### config.mk
export PLATFORM = sky130hd
export DESIGN_NAME = store_buffer
export DESIGN_NICKNAME = d
export VERILOG_FILES = /design/src/rtl/sb_pkg.sv /design/src/rtl/sb_fifo_ctrl.sv /design/src/rtl/store_buffer.sv
export SDC_FILE = /design/constraint.sdc
export NUM_CORES = 1
export LEC_CHECK = 0
export BUFFER_PORTS_ARGS = -buffer_cell sky130_fd_sc_hd__buf_2
export CAP_MARGIN = 20
export CELL_PAD_IN_SITES_DETAIL_PLACEMENT = 1
export CELL_PAD_IN_SITES_GLOBAL_PLACEMENT = 1
export CORE_UTILIZATION = 45
export DETAILED_ROUTE_END_ITERATION = 6
export HOLD_SLACK_MARGIN = 0.15
export PLACE_DENSITY_LB_ADDON = 0.1
export SETUP_SLACK_MARGIN = 0.2
export SYNTH_ARGS = -nofsm -noshare
export SYNTH_HDL_FRONTEND = slang
export SYNTH_SLANG_ARGS = --single-unit
### constraint.sdc
create_clock -name clk -period 3.9 [get_ports clk]
set_input_delay 0.195 -clock clk [delete_from_list [all_inputs] [get_ports clk]]
set_output_delay 0.195 -clock clk [all_outputs]
set_load 0.02 [all_outputs]
### src/rtl/sb_pkg.sv
// Shared definitions for the store buffer.
//   sb_entry_t      : one buffered store, {addr, data}
//   SbDepthDefault  : default number of buffered stores
//   SbWordCmpW      : address bits compared for forwarding (word granularity)
//   SbCountW        : width of the occupancy count
//   word_match()    : true when two byte addresses fall in the same 32-bit word
package sb_pkg;

  localparam int unsigned SbDepthDefault = 4;
  localparam int unsigned SbWordCmpW     = 30;
  localparam int unsigned SbCountW       = 5;

  typedef struct packed {
    logic [31:0] addr;
    logic [31:0] data;
  } sb_entry_t;

  function automatic logic word_match(input logic [31:0] a, input logic [31:0] b);
    return a[31:32-SbWordCmpW] == b[31:32-SbWordCmpW];
  endfunction

endpackage

### src/rtl/sb_fifo_ctrl.sv
// Pointer and occupancy bookkeeping for the store buffer FIFO.
// Ports:
//   clk, reset      : clock, asynchronous active-high reset
//   i_push, i_pop   : enqueue at tail / dequeue at head this cycle
//   o_head, o_tail  : current head (oldest) and tail (next free) slots
//   o_count         : number of valid entries
//   o_full, o_empty : occupancy flags
// Requests that would overflow or underflow are ignored.
module sb_fifo_ctrl
  import sb_pkg::*;
#(
  parameter int unsigned DEPTH = SbDepthDefault,
  localparam int unsigned PtrW = $clog2(DEPTH)
) (
  input  logic                clk,
  input  logic                reset,
  input  logic                i_push,
  input  logic                i_pop,
  output logic [PtrW-1:0]     o_head,
  output logic [PtrW-1:0]     o_tail,
  output logic [SbCountW-1:0] o_count,
  output logic                o_full,
  output logic                o_empty
);

  logic [PtrW-1:0]     r_head;
  logic [PtrW-1:0]     r_tail;
  logic [SbCountW-1:0] r_count;
  logic                w_push;
  logic                w_pop;

  assign o_full  = (r_count == SbCountW'(DEPTH));
  assign o_empty = (r_count == '0);
  assign w_push  = i_push & ~o_full;
  assign w_pop   = i_pop & ~o_empty;

  // DEPTH is a power of two, so natural pointer overflow is the modulo wrap.
  always_ff @(posedge clk or posedge reset) begin
    if (reset) begin
      r_head  <= '0;
      r_tail  <= '0;
      r_count <= '0;
    end else begin
      if (w_push) r_tail <= r_tail + PtrW'(1);
      if (w_pop)  r_head <= r_head + PtrW'(1);
      case ({w_push, w_pop})
        2'b10:   r_count <= r_count + SbCountW'(1);
        2'b01:   r_count <= r_count - SbCountW'(1);
        default: r_count <= r_count;
      endcase
    end
  end

  assign o_head  = r_head;
  assign o_tail  = r_tail;
  assign o_count = r_count;

endmodule

### src/rtl/store_buffer.sv
// Store buffer sitting between the single-cycle core and the data syncram.
// Stores are queued and written back to memory in program order whenever the
// memory port is not needed by a load; loads see the youngest matching store.
// Ports:
//   clk, reset            : clock, asynchronous active-high reset
//   cpu_addr, cpu_wdata   : CPU byte address / store data
//   cpu_wr, cpu_rd        : CPU store / load request this cycle
//   cpu_rdata             : load data (forwarded or from memory)
//   stall                 : store arrived while the buffer is full
//   mem_addr, mem_din     : syncram address / write data
//   mem_we                : syncram write enable (one drain per cycle)
//   mem_dout              : syncram read data
//   empty, count          : occupancy status
module store_buffer
  import sb_pkg::*;
#(
  parameter int unsigned DEPTH = SbDepthDefault,
  localparam int unsigned PtrW = $clog2(DEPTH)
) (
  input  logic                clk,
  input  logic                reset,
  input  logic [31:0]         cpu_addr,
  input  logic [31:0]         cpu_wdata,
  input  logic                cpu_wr,
  input  logic                cpu_rd,
  output logic [31:0]         cpu_rdata,
  output logic                stall,
  output logic [31:0]         mem_addr,
  output logic [31:0]         mem_din,
  output logic                mem_we,
  input  logic [31:0]         mem_dout,
  output logic                empty,
  output logic [SbCountW-1:0] count
);

  sb_entry_t           r_entries [DEPTH];
  logic [DEPTH-1:0]    r_valid;
  logic [PtrW-1:0]     w_head;
  logic [PtrW-1:0]     w_tail;
  logic [SbCountW-1:0] w_count;
  logic                w_full;
  logic                w_empty;
  logic                w_push;
  logic                w_pop;
  logic                w_hit;
  logic [31:0]         w_fwd_data;
  logic [PtrW-1:0]     w_scan_idx;

  // A full buffer refuses the store even if a drain frees a slot this cycle.
  assign w_push = cpu_wr & ~w_full;
  // Loads own the memory port; draining waits for a load-free cycle.
  assign w_pop  = ~w_empty & ~cpu_rd;

  sb_fifo_ctrl #(
    .DEPTH (DEPTH)
  ) u_ctrl (
    .clk     (clk),
    .reset   (reset),
    .i_push  (w_push),
    .i_pop   (w_pop),
    .o_head  (w_head),
    .o_tail  (w_tail),
    .o_count (w_count),
    .o_full  (w_full),
    .o_empty (w_empty)
  );

  // Entry storage needs no reset: r_valid gates every use.
  always_ff @(posedge clk) begin
    if (w_push) r_entries[w_tail] <= '{addr: cpu_addr, data: cpu_wdata};
  end

  always_ff @(posedge clk or posedge reset) begin
    if (reset) begin
      r_valid <= '0;
    end else begin
      if (w_pop)  r_valid[w_head] <= 1'b0;
      if (w_push) r_valid[w_tail] <= 1'b1;
    end
  end

  // Walk from oldest to youngest; the last match wins, i.e. the youngest store.
  always_comb begin
    w_hit      = 1'b0;
    w_fwd_data = '0;
    w_scan_idx = w_head;
    for (int unsigned k = 0; k < DEPTH; k++) begin
      w_scan_idx = w_head + PtrW'(k);
      if (r_valid[w_scan_idx] && word_match(r_entries[w_scan_idx].addr, cpu_addr)) begin
        w_hit      = 1'b1;
        w_fwd_data = r_entries[w_scan_idx].data;
      end
    end
  end

  assign cpu_rdata = w_hit ? w_fwd_data : mem_dout;

  always_comb begin
    mem_we   = w_pop;
    mem_addr = '0;
    mem_din  = '0;
    if (cpu_rd) begin
      mem_addr = cpu_addr;
    end else if (w_pop) begin
      mem_addr = r_entries[w_head].addr;
      mem_din  = r_entries[w_head].data;
    end
  end

  assign stall = cpu_wr & w_full;
  assign empty = w_empty;
  assign count = w_count;

endmodule

==> results of run 1 <==
==> flip-flops by register name, summed over array words and instances, names as in the netlist <==
register	cells
r_entries	256
r_valid	4
u_ctrl.o_count	5
u_ctrl.o_head	2
u_ctrl.o_tail	2
==> cell usage in the layout, fill, tap and decap left out, drive strengths merged, types with 35 or more instances in the layout <==
cell,Yosys,routed
a22o,35,35
a31oi,35,35
clkbuf,68,43
a221oi,37,37
mux4,238,238
dlygate4sd3,0,66
nor2,40,40
and3,69,69
edfxtp,256,256
and2,35,35
buf,68,348
xnor2,107,107
==> tightest hold or removal path: stages <==
cell                            delay (ns)
sky130_fd_sc_hd__dlygate4sd3_1        0.54
sky130_fd_sc_hd__buf_2                0.12
sky130_fd_sc_hd__inv_1                0.49
==> timing repair <==
action,4_1_cts,5_1_grt
pin swaps,35,17
hold endpoints to repair,271,0
gates cloned,16,2
hold buffers,66,0
setup buffers,34,7
endpoints found under the setup margin,48,32
resized for setup,172,64
==> path summary, 6_finish.rpt <==
| check | end | slack [ns] | cells past startpoint |
|---|---|---|---|
| max | cpu_rdata[28] | -0.55 | 12 |
| min | u_ctrl.o_head[0] | 0.29 | 3 |
| max reg2reg | u_ctrl.o_count[4] | 1.03 | 13 |
| min reg2reg | u_ctrl.o_count[4] | 0.49 | 1 |
| max in group asynchronous | u_ctrl.o_head[1] | 3.12 | 3 |
| min in group clk | u_ctrl.o_count[0] | 0.29 | 4 |
==> layer usage <==
metal	track usage, %	wire length (um)
met5	0	0
met4	12.3	2360
met3	4.03	3990
met2	50.1	31600
met1	38.5	24800
==> logic make-up after synthesis <==
family                   after synthesis  share of synthesized area, %
multiplexers                         276                          31.2
flip-flops                           269                          43.5
AND/OR/NAND/NOR                      214                          6.83
AO/OA/AOI/OAI                        179                          7.72
buffers and inverters                154                          4.23
XOR/XNOR                             116                          5.52
adder cells (fa/ha/maj)               13                         0.924
==> cell type report <==
type | instances | area, um^2 | share of cell area (%)
Tap cell | 525 | 657 | 2.69
Sequential cell | 269 | 8020 | 32.9
Timing Repair Buffer | 422 | 3740 | 15.3
Clock inverter | 17 | 116 | 0.477
Inverter | 18 | 70.1 | 0.287
Multi-Input combinational cell | 798 | 11000 | 44.9
Clock buffer | 40 | 830 | 3.40
==> power by group through the flow <==
stage	Sequential (mW)	Combinational (mW)	Clock (mW)
2_1_floorplan	4.25	8.07	0
3_3_place_gp	4.35	10.4	0
3_5_place_dp	4.39	10.5	0
4_1_cts	4.33	12.0	2.80
5_1_grt	4.42	13.1	2.91
6_report	4.37	12.4	2.75
==> metrics by stage <==
step | setup WS [ns] | total power [mW] | area (um^2)
after floorplan | -0.256 | 12.3 | 18800
after global placement | -0.0645 | 14.7 | 20600
after detailed placement | -0.0823 | 14.9 | 20600
after CTS | -0.457 | 19.1 | 23800
after global routing | -0.660 | 20.4 | 24400
final | -0.554 | 19.5 | 24400
==> run summary, run 1 <==
power share of the clock group: 14.1%
biggest area contributors in the synthesized netlist: sky130_fd_sc_hd__edfxtp_1 (42%), sky130_fd_sc_hd__mux4_2 (29%), sky130_fd_sc_hd__xnor2_1 (5.1%), sky130_fd_sc_hd__and3_1 (2.3%), sky130_fd_sc_hd__dfrtp_1 (1.8%)
leading cell types by count after synthesis: sky130_fd_sc_hd__edfxtp_1 (256), sky130_fd_sc_hd__mux4_2 (237), sky130_fd_sc_hd__xnor2_1 (107), sky130_fd_sc_hd__and3_1 (69), sky130_fd_sc_hd__clkbuf_1 (68)
cell count after synthesis: 1221
TritonCTS buffer count: 31
relative slew slack: 30.9%
result of the run: finished with violations
Die Span Y: 204 um
floorplan die area: 41700 um^2
vias in the first global route: 14209
sum of negative setup slack: -13.99 ns
total nets after synthesis: 1334
launch point of the worst path: u_ctrl.o_head[0]
proportion of register bits with asynchronous set or reset after synthesis: 4.83%
first-pass GRT wire length: 91.5 mm
Std-Cell Rows: 73
largest buffer count on any clock path: 3
remaining number of nets flagged by the antenna check after routing: 0
RD Place Congestion: 0.841
post-route clock skew: 0.0115 ns
cell-by-cell trace of the critical path: buf_6 -> buf_4 -> mux4_2 -> xnor2_1 -> nand4_1 -> or4_4 -> nor4_4 -> a221o_2 -> nand2_4 -> buf_6 -> o31ai_2 -> buf_4
FF+latch count, synth: 269
TritonRoute pass-1 iters: 5
CTS tree: yes
count of unresolved DRC violations after routing: 0
maximum number of pins on one net before global-route repair: 73
primary flip-flop cell chosen by synthesis mapping: sky130_fd_sc_hd__edfxtp_1
number of distinct library cell variants in the gate-level netlist after synthesis: 56
part of the total power dissipated in sequential elements: 22.4%
count of final setup violators: 32
total track usage: 29.6%
htree depth: 1
violations in the final reports: negative setup slack
number of buffers added on ports: 203
register area share after synthesis: 43.5%
shortest clock period the worst path allows after layout: 4.45 ns
Buffers & Inverters on Critical Path: 4
clock-pin slew of the registers on the worst-case setup and hold paths: 0.06 ns
min-delay worst type: in2async
number of antenna violations at the first check in global routing: 0
via-per-instance ratio: 6.61
cell with the biggest individual delay on the critical path: sky130_fd_sc_hd__or4_4
VDD IR-drop max: 0.508 mV
final global-route overflow total: 0
EDFF count, synth: 256
Worst Path Required: 3.70 ns
share of the core filled with cells: 61.0%
Clock Sinks: 269
Post-Layout Cell Count: 2089
number of DRC violations after detailed-routing iteration 0: 1137
CP endpoint kind: output pin
logic gate share of total power: 63.5%
P_leak: 8.79 nW
category of cells accounting for the largest share of critical-path delay: simple AND/OR/NAND/NOR gates
Synth warnings: 0
transition time at the pin with the least slew margin: 1.04 ns
floorplan core area: 40000 um^2
most used standard cell by instance count after synthesis: sky130_fd_sc_hd__edfxtp_1
proportion of total power due to net switching: 38.3%
switching power of the nets: 7.49 mW
cell area after synthesis: 18400 um^2
start-to-end type of the worst setup path: reg2out
number of max-cap violations: 0
top fanout value on the critical path: 4
initial cell density of the core: 46.0%
Fillers: 3665
cell total after placement: 1907
final cycle utilization of the critical path: 114%
final hold violation count: 0
unrepaired setup endpoints after global routing: yes
max-slew violation count: 0
data arrival at the endpoint of the critical path: 4.26 ns
final setup margin: -0.554 ns
floorplan die width: 204 um
count of inserted antenna diode cells: 0
clock latency on the worst-skew pair: 0.57 ns
worst-case hold slack: 0.287 ns
critical path launch point type: flip-flop
total wire length: 62.7 mm
number of nets in the finished design: 1653
proportion of netlist area held by the largest area contributor: 41.8%
boundary pin count: 204
share of layout cells above drive strength 1: 51.0%
DP HPWL: 37.1 mm
Internal: 12.0 mW
cell chosen for the clock root: sky130_fd_sc_hd__clkbuf_16
start of the worst register-to-register path: u_ctrl.o_count[3]
routed vias: 13803
average wire per standard cell: 30.0 um
Cell Pwr Density: 801 nW/um^2
Yosys top cell by area: sky130_fd_sc_hd__edfxtp_1
synthesized area per cell: 15.1 um^2
FMAX: 0.225 GHz
Syn-to-layout area delta: 32.5%
largest stage delay on the critical path: 0.61 ns
Note: power is estimated with default switching activity, not from simulation.
==> inputs of run 2 (changes only) <==
PLACE_DENSITY = 0.81   (was unset)
PLACE_DENSITY_LB_ADDON = unset   (was 0.1)
clock period = 3.7 ns   (was 3.9 ns; I/O delays follow)
==> run summary, run 2 (synthesized netlist as in run 1, its figures left out) <==
result of the run: finished with violations
violations in the final reports: negative setup slack
count of unresolved DRC violations after routing: 0 (unchanged)
FMAX: 0.208 GHz
average wire per standard cell: 33.3 um (+11%)
CP endpoint kind: output pin
dpl ws: -0.327 ns (-0.244 ns)
final setup margin: -1.11 ns (-0.559 ns)
unrepaired setup endpoints after global routing: yes
worst r2r path cells: 13 (unchanged)
vias in the first global route: 14819 (+4.3%)
critical path launch point type: flip-flop
DP HPWL: 39.2 mm (+5.6%)
count of final setup violators: 32 (unchanged)
post-route clock skew: 0.0139 ns (+0.00238 ns)
largest buffer count on any clock path: 3 (unchanged)
Total Power Consumption: 20.9 mW (+7.0%)
floorplan die width: 204 um (unchanged)
transition time at the pin with the least slew margin: 0.974 ns (-0.0626 ns)
initial cell density of the core: 46.0% (unchanged)
number of nets in the finished design: 1692 (+2.4%)
start-to-end type of the worst setup path: reg2out
clock-pin slew of the registers on the worst-case setup and hold paths: 0.06 ns (about the same)
final cycle utilization of the critical path: 130%
final hold violation count: 0 (unchanged)
worst reg2reg path endpoint: u_ctrl.o_count[4]
Std-Cell Rows: 73 (unchanged)
htree depth: 1 (unchanged)
start of the worst register-to-register path: u_ctrl.o_count[3]
share of the core filled with cells: 61.8% (+0.82 points)
cell chosen for the clock root: sky130_fd_sc_hd__clkbuf_16
number of flip-flops under the largest register name: 256 (unchanged)
Cell Pwr Density: 846 nW/um^2 (+5.6%)
register containing the most flip-flops in the final layout: r_entries
Clock Sinks: 269 (unchanged)
data arrival at the endpoint of the critical path: 4.63 ns (+0.37 ns)
CTS tree: yes
number of buffers added on ports: 203 (unchanged)
slack of the worst reg-to-reg path: 0.76 ns (-0.27 ns)
critical path capture point: cpu_rdata[14]
total track usage: 29.8% (+0.20 points)
total wire length: 70.8 mm (+13%)
RD Place Congestion: 0.903 (+7.4%)
boundary pin count: 204 (unchanged)
TritonCTS buffer count: 30 (-3.2%)
most common cell after layout, fill and taps aside: sky130_fd_sc_hd__edfxtp_1
top fanout value on the critical path: 8 (+4)
VDD IR-drop max: 0.445 mV (-12%)
remaining number of nets flagged by the antenna check after routing: 0 (unchanged)
Syn-to-layout area delta: 34.3%
floorplan core area: 40000 um^2 (unchanged)
instance area after placement: 21100 um^2 (+2.4%)
final instance area: 24700 um^2 (+1.3%)
number of max-cap violations: 0 (unchanged)
commonest cells after routing, fill and taps aside: sky130_fd_sc_hd__edfxtp_1 (256), sky130_fd_sc_hd__mux4_2 (238), sky130_fd_sc_hd__buf_2 (171)
number of DRC violations after detailed-routing iteration 0: 2000 (+76%)
maximum number of pins on one net before global-route repair: 73 (unchanged)
floorplan die area: 41700 um^2 (unchanged)
final global-route overflow total: 0 (unchanged)
Die Span Y: 204 um (unchanged)
min-delay worst type: in2async
share of layout cells above drive strength 1: 52.2% (+1.1 points)
number of antenna violations at the first check in global routing: 3 (+3)
sum of negative setup slack: -26.63 ns (-12.64 ns)
relative slew slack: 35.0% (+4.2 points)
TritonRoute pass-1 iters: 6 (+1)
P_leak: 8.90 nW (+1.3%)
shortest clock period the worst path allows after layout: 4.81 ns
via-per-instance ratio: 7.03 (+6.4%)
first-pass GRT wire length: 93.9 mm (+2.6%)
Worst Path Required: 3.51 ns (-0.19 ns)
routed vias: 14933 (+8.2%)
clock latency on the worst-skew pair: 0.58 ns (about the same)
launch point of the worst path: u_ctrl.o_head[0]
max-slew violation count: 0 (unchanged)
## run 2: cell types whose count changed in the layout (fill, tap and decap cells not counted), sizes merged
cell and delta:
clkbuf +2, clkinv -2, diode +3, bufinv +1
buf +39, clkinvlp -2, bufbuf -5
## run 2: critical path, cell delays in order (launching register included)
cell and delay, ns:
sky130_fd_sc_hd__dfrtp_4 0.47, sky130_fd_sc_hd__inv_4 0.05, sky130_fd_sc_hd__ha_4 0.35, sky130_fd_sc_hd__buf_12 0.14, sky130_fd_sc_hd__buf_16 0.13, sky130_fd_sc_hd__buf_8 0.14, sky130_fd_sc_hd__buf_4 0.12, sky130_fd_sc_hd__mux4_2 0.52
sky130_fd_sc_hd__xor2_2 0.19, sky130_fd_sc_hd__nor4b_4 0.36, sky130_fd_sc_hd__and2_4 0.26, sky130_fd_sc_hd__a221o_2 0.23, sky130_fd_sc_hd__nand2_8 0.12, sky130_fd_sc_hd__buf_12 0.16, sky130_fd_sc_hd__buf_16 0.15, sky130_fd_sc_hd__o31ai_4 0.45
sky130_fd_sc_hd__buf_6 0.19
## run 2: area by class of cell
| class | instances | area (um^2) |
|---|---|---|
| diodes | 3 | 7.51 |
| clock buffers | 36 | 795 |
| clock inverters | 14 | 110 |
| fillers | 3598 | 15300 |
| inverters | 18 | 70.1 |
| multi-input cells | 798 | 11000 |
| flip-flops and latches | 269 | 8020 |
| well taps | 525 | 657 |
| repair buffers | 462 | 4050 |
## run 2: routing by layer
layer / track usage, % / vias to the layer above / part of all wire, %
li1: - / 5845 / -
met4: 12.3 / 2 / 5.7
met1: 38.3 / 7702 / 35
met3: 3.91 / 279 / 9.3
met2: 51.1 / 1105 / 50
met5: 0 / - / 0.020
## run 2: repair_timing
| item | 4_1_cts | 5_1_grt |
|---|---|---|
| buffers inserted | 19 | 25 |
| gates cloned | 4 | 8 |
| hold endpoints to repair | 271 | 0 |
| hold buffers | 66 | 0 |
| endpoints found under the setup margin | 47 | 39 |
| gates resized for setup | 111 | 137 |
| pin swaps | 13 | 33 |
## run 2: worst min path at each step
stage,depth (start not counted),to,from
finish,3,u_ctrl.o_head[0],reset
detailed placement,2,u_ctrl.o_tail[0],reset
global placement,2,u_ctrl.o_count[1],reset
global route,3,u_ctrl.o_tail[1],reset
floorplan,1,r_valid[0],reset
CTS,3,u_ctrl.o_tail[1],reset
## run 2: power by group
part	total (mW)	internal, mW	switching (mW)
combinational	13.4	6.87	6.52
sequential	4.67	4.07	0.597
clock	2.85	1.64	1.21
## run 2: through the flow
stage	hold WS, ns	instances
2_1_floorplan	0.0620	1221
4_1_cts	0.230	2089
3_3_place_gp	0.285	1950
5_1_grt	0.302	2123
3_5_place_dp	0.294	1950
6_report	0.243	2125
==> inputs of run 3 (changes only) <==
CORE_UTILIZATION = 47   (was 45)
CTS_BUF_LIST = sky130_fd_sc_hd__clkbuf_8   (was unset)
PLACE_DENSITY = 0.84   (was 0.81)
TNS_END_PERCENT = 20   (was unset)
==> run summary, run 3 (synthesized netlist as in run 1, its figures left out) <==
boundary pin count: 204 (unchanged)
final setup margin: -0.824 ns (+0.288 ns)
cell-by-cell trace of the critical path: buf_12 -> buf_6 -> buf_12 -> mux4_2 -> xnor2_2 -> nand4_1 -> buf_4 -> nor4_4 -> nand2_2 -> a21boi_4 -> buf_12 -> a31oi_2 -> o31ai_4 -> buf_4
Std-Cell Rows: 72 (-1.4%)
Cell Pwr Density: 848 nW/um^2 (+0.28%)
share of layout cells above drive strength 1: 49.4% (-2.8 points)
CTS tree: yes
TritonRoute pass-1 iters: 5 (-1)
Die Span Y: 200 um (-2.1%)
worst-case hold slack: 0.183 ns (-0.0600 ns)
area of combinational cells with multiple inputs: 10700 um^2 (-2.6%)
commonest cells after routing, fill and taps aside: sky130_fd_sc_hd__edfxtp_1 (256), sky130_fd_sc_hd__mux4_2 (237), sky130_fd_sc_hd__buf_2 (171)
CP endpoint kind: output pin
Syn-to-layout area delta: 29.1%
P_leak: 8.55 nW (-4.0%)
htree depth: 2 (+1)
DP HPWL: 40.6 mm (+3.6%)
floorplan die width: 200 um (-2.1%)
violations in the final reports: negative setup slack
FMAX: 0.221 GHz (+6.4%)
transition time at the pin with the least slew margin: 1.10 ns (+0.122 ns)
largest stage delay on the critical path: 0.57 ns (+0.05 ns)
min-delay worst type: in2async
average wire per standard cell: 30.6 um (-8.3%)
shortest clock period the worst path allows after layout: 4.52 ns (-0.288 ns)
relative slew slack: 26.9% (-8.2 points)
final cycle utilization of the critical path: 122% (-7.8 points)
top fanout value on the critical path: 32 (+24)
number of buffers added on ports: 203 (unchanged)
TritonCTS buffer count: 47 (+57%)
total track usage: 31.1% (+1.3 points)
final global-route overflow total: 0 (unchanged)
number of DRC violations after detailed-routing iteration 0: 1457 (-27%)
Sequential Area: 8020 um^2 (unchanged)
total wire length: 64.3 mm (-9.2%)
cell chosen for the clock root: sky130_fd_sc_hd__clkbuf_8
number of flip-flops under the largest register name: 256 (unchanged)
clock latency on the worst-skew pair: 0.60 ns (+0.02 ns)
critical path launch point type: flip-flop
remaining number of nets flagged by the antenna check after routing: 0 (unchanged)
clock-pin slew of the registers on the worst-case setup and hold paths: 0.07 ns (about the same)
Worst Path Required: 3.51 ns (about the same)
most common cell after layout, fill and taps aside: sky130_fd_sc_hd__edfxtp_1
number of antenna violations at the first check in global routing: 5 (+2)
Most common cell on crit path: sky130_fd_sc_hd__buf_12
worst reg2reg path endpoint: u_ctrl.o_count[4]
count of final setup violators: 32 (unchanged)
instance area after placement: 20800 um^2 (-1.5%)
cell with the biggest individual delay on the critical path: sky130_fd_sc_hd__mux4_2
number of max-cap violations: 0 (unchanged)
max-slew violation count: 0 (unchanged)
unrepaired setup endpoints after global routing: yes
VDD IR-drop max: 0.476 mV (+6.9%)
via-per-instance ratio: 6.84 (-2.6%)
maximum number of pins on one net before global-route repair: 73 (unchanged)
floorplan die area: 40000 um^2 (-4.2%)
slack of the worst reg-to-reg path: 0.77 ns (about the same)
final hold violation count: 0 (unchanged)
initial cell density of the core: 47.6% (+1.6 points)
worst r2r path cells: 13 (unchanged)
start-to-end type of the worst setup path: reg2out
floorplan core area: 38600 um^2 (-3.4%)
start of the worst register-to-register path: u_ctrl.o_count[3]
Fillers: 3524 (-2.1%)
first-pass GRT wire length: 92.7 mm (-1.3%)
routed vias: 14384 (-3.7%)
number of nets in the finished design: 1657 (-2.1%)
post-route clock skew: 0.0151 ns (+0.00122 ns)
register containing the most flip-flops in the final layout: r_entries
largest buffer count on any clock path: 3 (unchanged)
vias in the first global route: 15024 (+1.4%)
Clock Sinks: 269 (unchanged)
data arrival at the endpoint of the critical path: 4.34 ns (-0.29 ns)
result of the run: finished with violations
RD Place Congestion: 0.893 (-1.2%)
final instance area: 23800 um^2 (-3.9%)
count of unresolved DRC violations after routing: 0 (unchanged)
[run 3: changes by cell type in the layout (fill, tap and decap cells not counted), moves of 6 or more]
cell / previous run / this run
sky130_fd_sc_hd__a31oi_2: 7 / 14
sky130_fd_sc_hd__a31oi_4: 24 / 15
sky130_fd_sc_hd__and3_1: 59 / 65
sky130_fd_sc_hd__and3_4: 10 / 3
sky130_fd_sc_hd__buf_12: 31 / 19
sky130_fd_sc_hd__buf_4: 132 / 112
sky130_fd_sc_hd__buf_6: 44 / 33
sky130_fd_sc_hd__clkbuf_16: 40 / 3
sky130_fd_sc_hd__clkbuf_8: 0 / 48
sky130_fd_sc_hd__clkinv_1: 8 / 14
sky130_fd_sc_hd__inv_1: 16 / 28
sky130_fd_sc_hd__xnor2_1: 84 / 94
sky130_fd_sc_hd__xnor2_2: 22 / 12
[run 3: worst max-delay path by stage]
stage          cells after the start            end  slack (ns)              from
2_1_floorplan                     19  cpu_rdata[12]       -0.45  u_ctrl.o_head[0]
3_3_place_gp                      11  cpu_rdata[29]       -0.33  u_ctrl.o_head[0]
3_5_place_dp                      11  cpu_rdata[29]       -0.47  u_ctrl.o_head[0]
4_1_cts                           14   cpu_rdata[5]       -0.79  u_ctrl.o_head[0]
5_1_grt                           14  cpu_rdata[13]       -0.96  u_ctrl.o_head[0]
6_report                          14  cpu_rdata[12]       -0.82  u_ctrl.o_head[0]
[run 3: final cells by class]
class / instances / share of cell area (%)
tap: 518 / 2.73
timing repair buffer: 409 / 14.0
clock buffer: 48 / 2.78
clock inverter: 38 / 1.33
multi-input combinational: 799 / 45.1
inverter: 18 / 0.295
antenna: 3 / 0.0316
sequential: 269 / 33.8
[run 3: critical path: cells and delay by family (launching register included)]
family	cells	cell delay [ns]
compound gates	3	0.56
xor+xnor	1	0.26
buf+inv	6	1.11
flops	1	0.47
mux	1	0.57
simple gates	3	0.71
[run 3: stage by stage]
stage	std cells	utilization, %	worst slack [ns]	setup TNS, ns	power (mW)
CTS	2091	59.8	-0.790	-23.27	19.7
global route	2101	61.5	-0.962	-29.22	21.0
floorplan	1221	-	-0.446	-13.56	13.0
detailed placement	1921	53.7	-0.473	-12.62	16.0
finish	2102	61.5	-0.824	-24.50	20.1
global placement	1921	53.7	-0.334	-7.38	15.5
[run 3: what timing repair did]
action,in CTS,in global routing
cloned,2,3
gates resized for setup,110,77
hold buffers,66,0
pin swaps,20,26
hold endpoints to repair,271,0
setup buffers,16,5
setup endpoints to repair,53,40
[run 3: per-layer routing]
layer	global-route usage, %	part of all wire (%)	routed length [um]	up-vias
met1	38.5	37	23500	7518
met4	13.1	4.0	2550	2
met5	0	0.020	13	-
met2	53.6	51	33000	876
li1	-	-	-	5795
met3	5.91	8.2	5260	193
[run 3: power breakdown]
group	switching [mW]	internal [mW]	total, mW	leakage (nW)
clock	1.31	1.63	2.94	0.535
sequential	0.568	4.07	4.64	2.50
combinational	6.21	6.37	12.6	5.51
